[src/rtl/bit_reverse_stream.sv]
// Message buffer that captures up to DEPTH words, then streams them back out,
// optionally mirroring the bits of each word and/or reversing the word order.
module bit_reverse_stream #(
  parameter int WIDTH  = 8,
  parameter int DEPTH  = 16,
  parameter int ADDR_W = $clog2(DEPTH)
) (
  input  logic              clk,
  input  logic              reset,
  input  logic [1:0]        mode,
  input  logic              in_valid,
  output logic              in_ready,
  input  logic [WIDTH-1:0]  in_data,
  input  logic              in_last,
  output logic              out_valid,
  input  logic              out_ready,
  output logic [WIDTH-1:0]  out_data,
  output logic              out_last,
  output logic [ADDR_W:0]   msg_len,
  output logic              trunc
);

  typedef enum logic [1:0] {IDLE, FILL, DRAIN_RD, DRAIN} state_t;

  localparam logic [ADDR_W:0] LAST_SLOT = (ADDR_W + 1)'(DEPTH - 1);
  localparam logic [ADDR_W:0] ONE       = (ADDR_W + 1)'(1);

  state_t            state;
  state_t            state_next;
  logic [WIDTH-1:0]  mem [DEPTH];
  logic [ADDR_W:0]   wr_cnt;
  logic [ADDR_W:0]   rd_idx;
  logic [ADDR_W:0]   idx_sel;
  logic [1:0]        mode_q;
  logic [ADDR_W-1:0] wr_addr;
  logic [ADDR_W-1:0] rd_addr;
  logic [WIDTH-1:0]  rd_word;
  logic              in_fire;
  logic              out_fire;
  logic              fill_done;
  logic              load_last;

  function automatic logic [WIDTH-1:0] mirror(input logic [WIDTH-1:0] w);
    logic [WIDTH-1:0] r;
    for (int i = 0; i < WIDTH; i++) begin
      r[i] = w[WIDTH-1-i];
    end
    return r;
  endfunction

  assign in_fire   = in_valid && in_ready;
  assign out_fire  = out_valid && out_ready;
  assign fill_done = in_fire && (in_last || (state == FILL && wr_cnt == LAST_SLOT));
  assign wr_addr   = (state == IDLE) ? '0 : wr_cnt[ADDR_W-1:0];

  // Index of the word being loaded into the output register: the current one
  // on the first load of a drain, the following one after each handshake.
  assign idx_sel   = out_valid ? rd_idx + ONE : rd_idx;
  assign rd_addr   = mode_q[1] ? ADDR_W'(msg_len - ONE - idx_sel) : idx_sel[ADDR_W-1:0];
  assign rd_word   = mem[rd_addr];
  assign load_last = (idx_sel == msg_len - ONE);

  always_ff @(posedge clk or negedge reset) begin
    if (!reset) begin
      state <= IDLE;
    end else begin
      state <= state_next;
    end
  end

  always_comb begin
    state_next = state;
    case (state)
      IDLE:     if (in_fire) state_next = in_last ? DRAIN_RD : FILL;
      FILL:     if (fill_done) state_next = DRAIN_RD;
      DRAIN_RD: state_next = DRAIN;
      DRAIN:    if (out_fire && out_last) state_next = IDLE;
      default:  state_next = IDLE;
    endcase
  end

  always_comb begin
    in_ready = (state == IDLE) || (state == FILL);
  end

  // Storage is deliberately left out of reset; stale words are never read.
  always_ff @(posedge clk) begin
    if (in_fire) begin
      mem[wr_addr] <= in_data;
    end
  end

  always_ff @(posedge clk or negedge reset) begin
    if (!reset) begin
      wr_cnt    <= '0;
      rd_idx    <= '0;
      mode_q    <= '0;
      msg_len   <= '0;
      trunc     <= 1'b0;
      out_valid <= 1'b0;
      out_last  <= 1'b0;
      out_data  <= '0;
    end else begin
      trunc <= 1'b0;
      case (state)
        IDLE: begin
          if (in_fire) begin
            mode_q <= mode;
            wr_cnt <= ONE;
          end
        end
        FILL: begin
          if (in_fire) begin
            wr_cnt <= wr_cnt + ONE;
            if (wr_cnt == LAST_SLOT && !in_last) begin
              trunc <= 1'b1;
            end
          end
        end
        DRAIN_RD: begin
          msg_len <= wr_cnt;
          rd_idx  <= '0;
        end
        DRAIN: begin
          // Output register only moves when empty or when its word is taken.
          if (!out_valid || out_fire) begin
            if (out_valid && out_last) begin
              out_valid <= 1'b0;
            end else begin
              out_data  <= mode_q[0] ? mirror(rd_word) : rd_word;
              out_last  <= load_last;
              out_valid <= 1'b1;
              rd_idx    <= idx_sel;
            end
          end
        end
        default: ;
      endcase
    end
  end

endmodule

[config.mk]
export PLATFORM = sky130hd
export DESIGN_NAME = bit_reverse_stream
export DESIGN_NICKNAME = d
export VERILOG_FILES = /design/src/rtl/bit_reverse_stream.sv
export SDC_FILE = /design/constraint.sdc
export NUM_CORES = 1
export LEC_CHECK = 0
export BUFFER_PORTS_ARGS = -buffer_cell sky130_fd_sc_hd__buf_2
export CAP_MARGIN = 20
export CORE_AREA = 10 10 147 115
export DETAILED_ROUTE_END_ITERATION = 8
export DIE_AREA = 0 0 157 125
export PLACE_DENSITY = 0.67
export SLEW_MARGIN = 40
export SYNTH_ARGS = -nofsm -noshare
export SYNTH_HDL_FRONTEND = slang
export SYNTH_SLANG_ARGS = --single-unit
[constraint.sdc]
create_clock -name clk -period 7.7 [get_ports clk]
set_input_delay 0.77 -clock clk [delete_from_list [all_inputs] [get_ports clk]]
set_output_delay 0.77 -clock clk [all_outputs]
set_load 0.01 [all_outputs]
==> metrics.txt <==
outcome=finished clean; nets=462; type of origin of the critical path=register; number of vias per cell=5.920; HP Class=in -> async; CTS sink cnt=158; post-CTS setup repair buffer count=0; routability cong.=0.8197; DRC violations left=0; post-cts sizing count=0; Worst Reg-to-Reg Cells=11; Area growth syn-to-layout=13.60%; P_leak=0.002744 µW; Port Buf Inserts=31; final hold vios=0; final cell count without fillers=627; initial DRC count=427; Fmax=288.4 MHz; Max Cap Viol=0; maximum vdd ir drop=0.0002526 V; first-pass GRT wire length=22080 µm; ranking of synthesized cells by area=edfxtp_1 56%, dfrtp_1 11%, mux4_1 8.1%; kind of end point of the critical path=register; Max stage delay on crit path=0.55 ns; post-layout min period=3.467 ns; share of cells above drive strength 1=25.73%; commonest cells after routing, fill and taps aside=128 x edfxtp_1, 31 x buf_2, 30 x dfrtp_1; CP delay by family, top=multiplexers; diode count=0; CTS root buf=clkbuf_16; wire per inst=23.05 µm; hold_buf cts=0; Tot Pwr=3478 µW; post-detail-place hpwl=9442 µm; RSZ-0062 raised after global routing=no; Synth warnings=0; Synth Register Bits=158; Worst EP arrival=3.74 ns; Die Area=19630 µm²; vias in the first global route=3665; power density over the cells=447.8 nW/µm²; multi-input logic area=2112 µm²; clock buffer depth=2; H-Tree Level Count=4; crit share post-route=45.03%; Reg area=4594 µm²; initial antenna violation count=0; area fraction of the dominant cell type after synthesis=56.21%; crit-path cells=ha_1 > mux2i_1 > inv_1 > fa_1 > nand2_1 > o21ai_2 > buf_4 > mux4_1 > mux2_2 > a22oi_1 > a31oi_1; synth unique cells=47; # setup viols final=0; Die Wd=157 µm; Synth Cell Area=6838 µm²; Routed Antenna Nets=0; CTS Buf Count=17; Row Count=38; fin. max-slew vios=0; Syn Inst Count=399; Max FO, Critical Path=32; GRT Total Usage=15.37%; routed wire length=14450 µm; Mapped Nets=426; vias post-DR=3712; Final Core Density=55.01%; CP max stage cell=fa_1; largest net degree at the start of global routing=33; Setup TNS=0 ns; Synth area leader=edfxtp_1; top-level I/O count=32; r2r startpoint=rd_idx[0]; commonest non-fill, non-tap cell in the layout=edfxtp_1; clock transition at the registers of the reported paths=0.06 ns; total gr overflow=0; Worst-Margin Slew=0.8391 ns; Initial Util=48.42%; CP required=7.97 ns; Die Y=125 µm; Fillers=1058; Worst-Skew Late Latency=0.43 ns; syn_area_per_cell=17.14 µm²; CP Class=reg -> reg; CTS tree=built; FF-to-FF End=out_data[6]; Detailed Routing Iterations Pass 1=5; Max transition margin=43.85%; R2R Setup Slk=4.23 ns; register area share after synthesis=67.19%; Inst Count DP=596; core footprint=14120 µm²; Worst Skew=0.007836 ns; Buf/Inv on CP=2
-- registers in the layout, indices dropped and copies added (netlist names) --
register   flops
state          2
out_valid      1
rd_idx         5
msg_len        5
mem          128
mode_q         2
wr_cnt         5
trunc          1
out_data       8
out_last       1
-- worst max path at each step --
stage | cells after the start | slack (ns) | start | end
6_report | 11 | 4.23 | rd_idx[0] | out_data[6]
5_1_grt | 11 | 4.04 | rd_idx[0] | out_data[6]
4_1_cts | 11 | 4.23 | rd_idx[0] | out_data[3]
3_5_place_dp | 11 | 4.25 | rd_idx[0] | out_data[3]
3_3_place_gp | 11 | 4.30 | rd_idx[0] | out_data[3]
2_1_floorplan | 11 | 4.77 | rd_idx[0] | out_data[5]
-- where the power goes --
group          internal (µW)  switching [µW]  leakage, µW
sequential              1000            81.2      0.00153
combinational            718             817     0.000922
clock                    536             324     0.000294
total                   2260            1220      0.00274
-- per-layer routing --
metal / track usage (%) / share of wire [%]
met1: 21.02 / 45
met2: 22.45 / 46
met3: 5.036 / 6.9
met4: 5.706 / 1.7
met5: 0 / 0
-- stage by stage --
step | setup WS, ns | cell area (µm²) | hold WS [ns]
2_1_floorplan | 4.768 | 6838 | 0.4659
3_3_place_gp | 4.296 | 7136 | 0.5003
3_5_place_dp | 4.247 | 7151 | 0.5183
4_1_cts | 4.227 | 7752 | 0.4045
5_1_grt | 4.039 | 7767 | 0.4384
6_report | 4.233 | 7767 | 0.3965
-- synth_stat cells (all sizes together) --
library cell,instances
a32o,1
and3,1
ha,11
xnor2,3
dfrtp,30
nand4,3
o21a,1
or3,1
edfxtp,128
nor3b,2
clkbuf,10
a21oi,2
a222oi,1
nand3b,4
nor2,32
and2,2
a211o,1
o21ai,17
a22o,2
o31a,1
a22oi,16
nor2b,2
buf,9
nand2,19
mux2,21
nand3,11
or2,1
a31oi,8
o41ai,1
o211ai,1
mux4,32
fa,1
nor4,1
xor2,7
inv,11
mux2i,3
nand2b,2
-- cells by family (layout without fill, tap and decap cells) --
kind of cell,after synthesis,count (layout),synth area share (%)
and+or+nand+nor,81,81,5.526
AOI/OAI and AO/OA,52,52,5.197
muxes,56,56,15.59
xor gates and xnor gates,10,10,1.775
buffers and inverters,30,78,2.415
adders and majority gates,12,12,2.306
DFF,158,158,67.19
-- area by class of cell --
type                    count  share of cell area (%)
flip-flops and latches    158                   59.15
clock inverters            13                   2.223
multi-input cells         211                   27.19
well taps                 180                   2.899
inverters                  11                  0.5316
clock buffers              18                   5.525
repair buffers             36                   2.481
No activity file was read; power rests on OpenSTA's default activity.
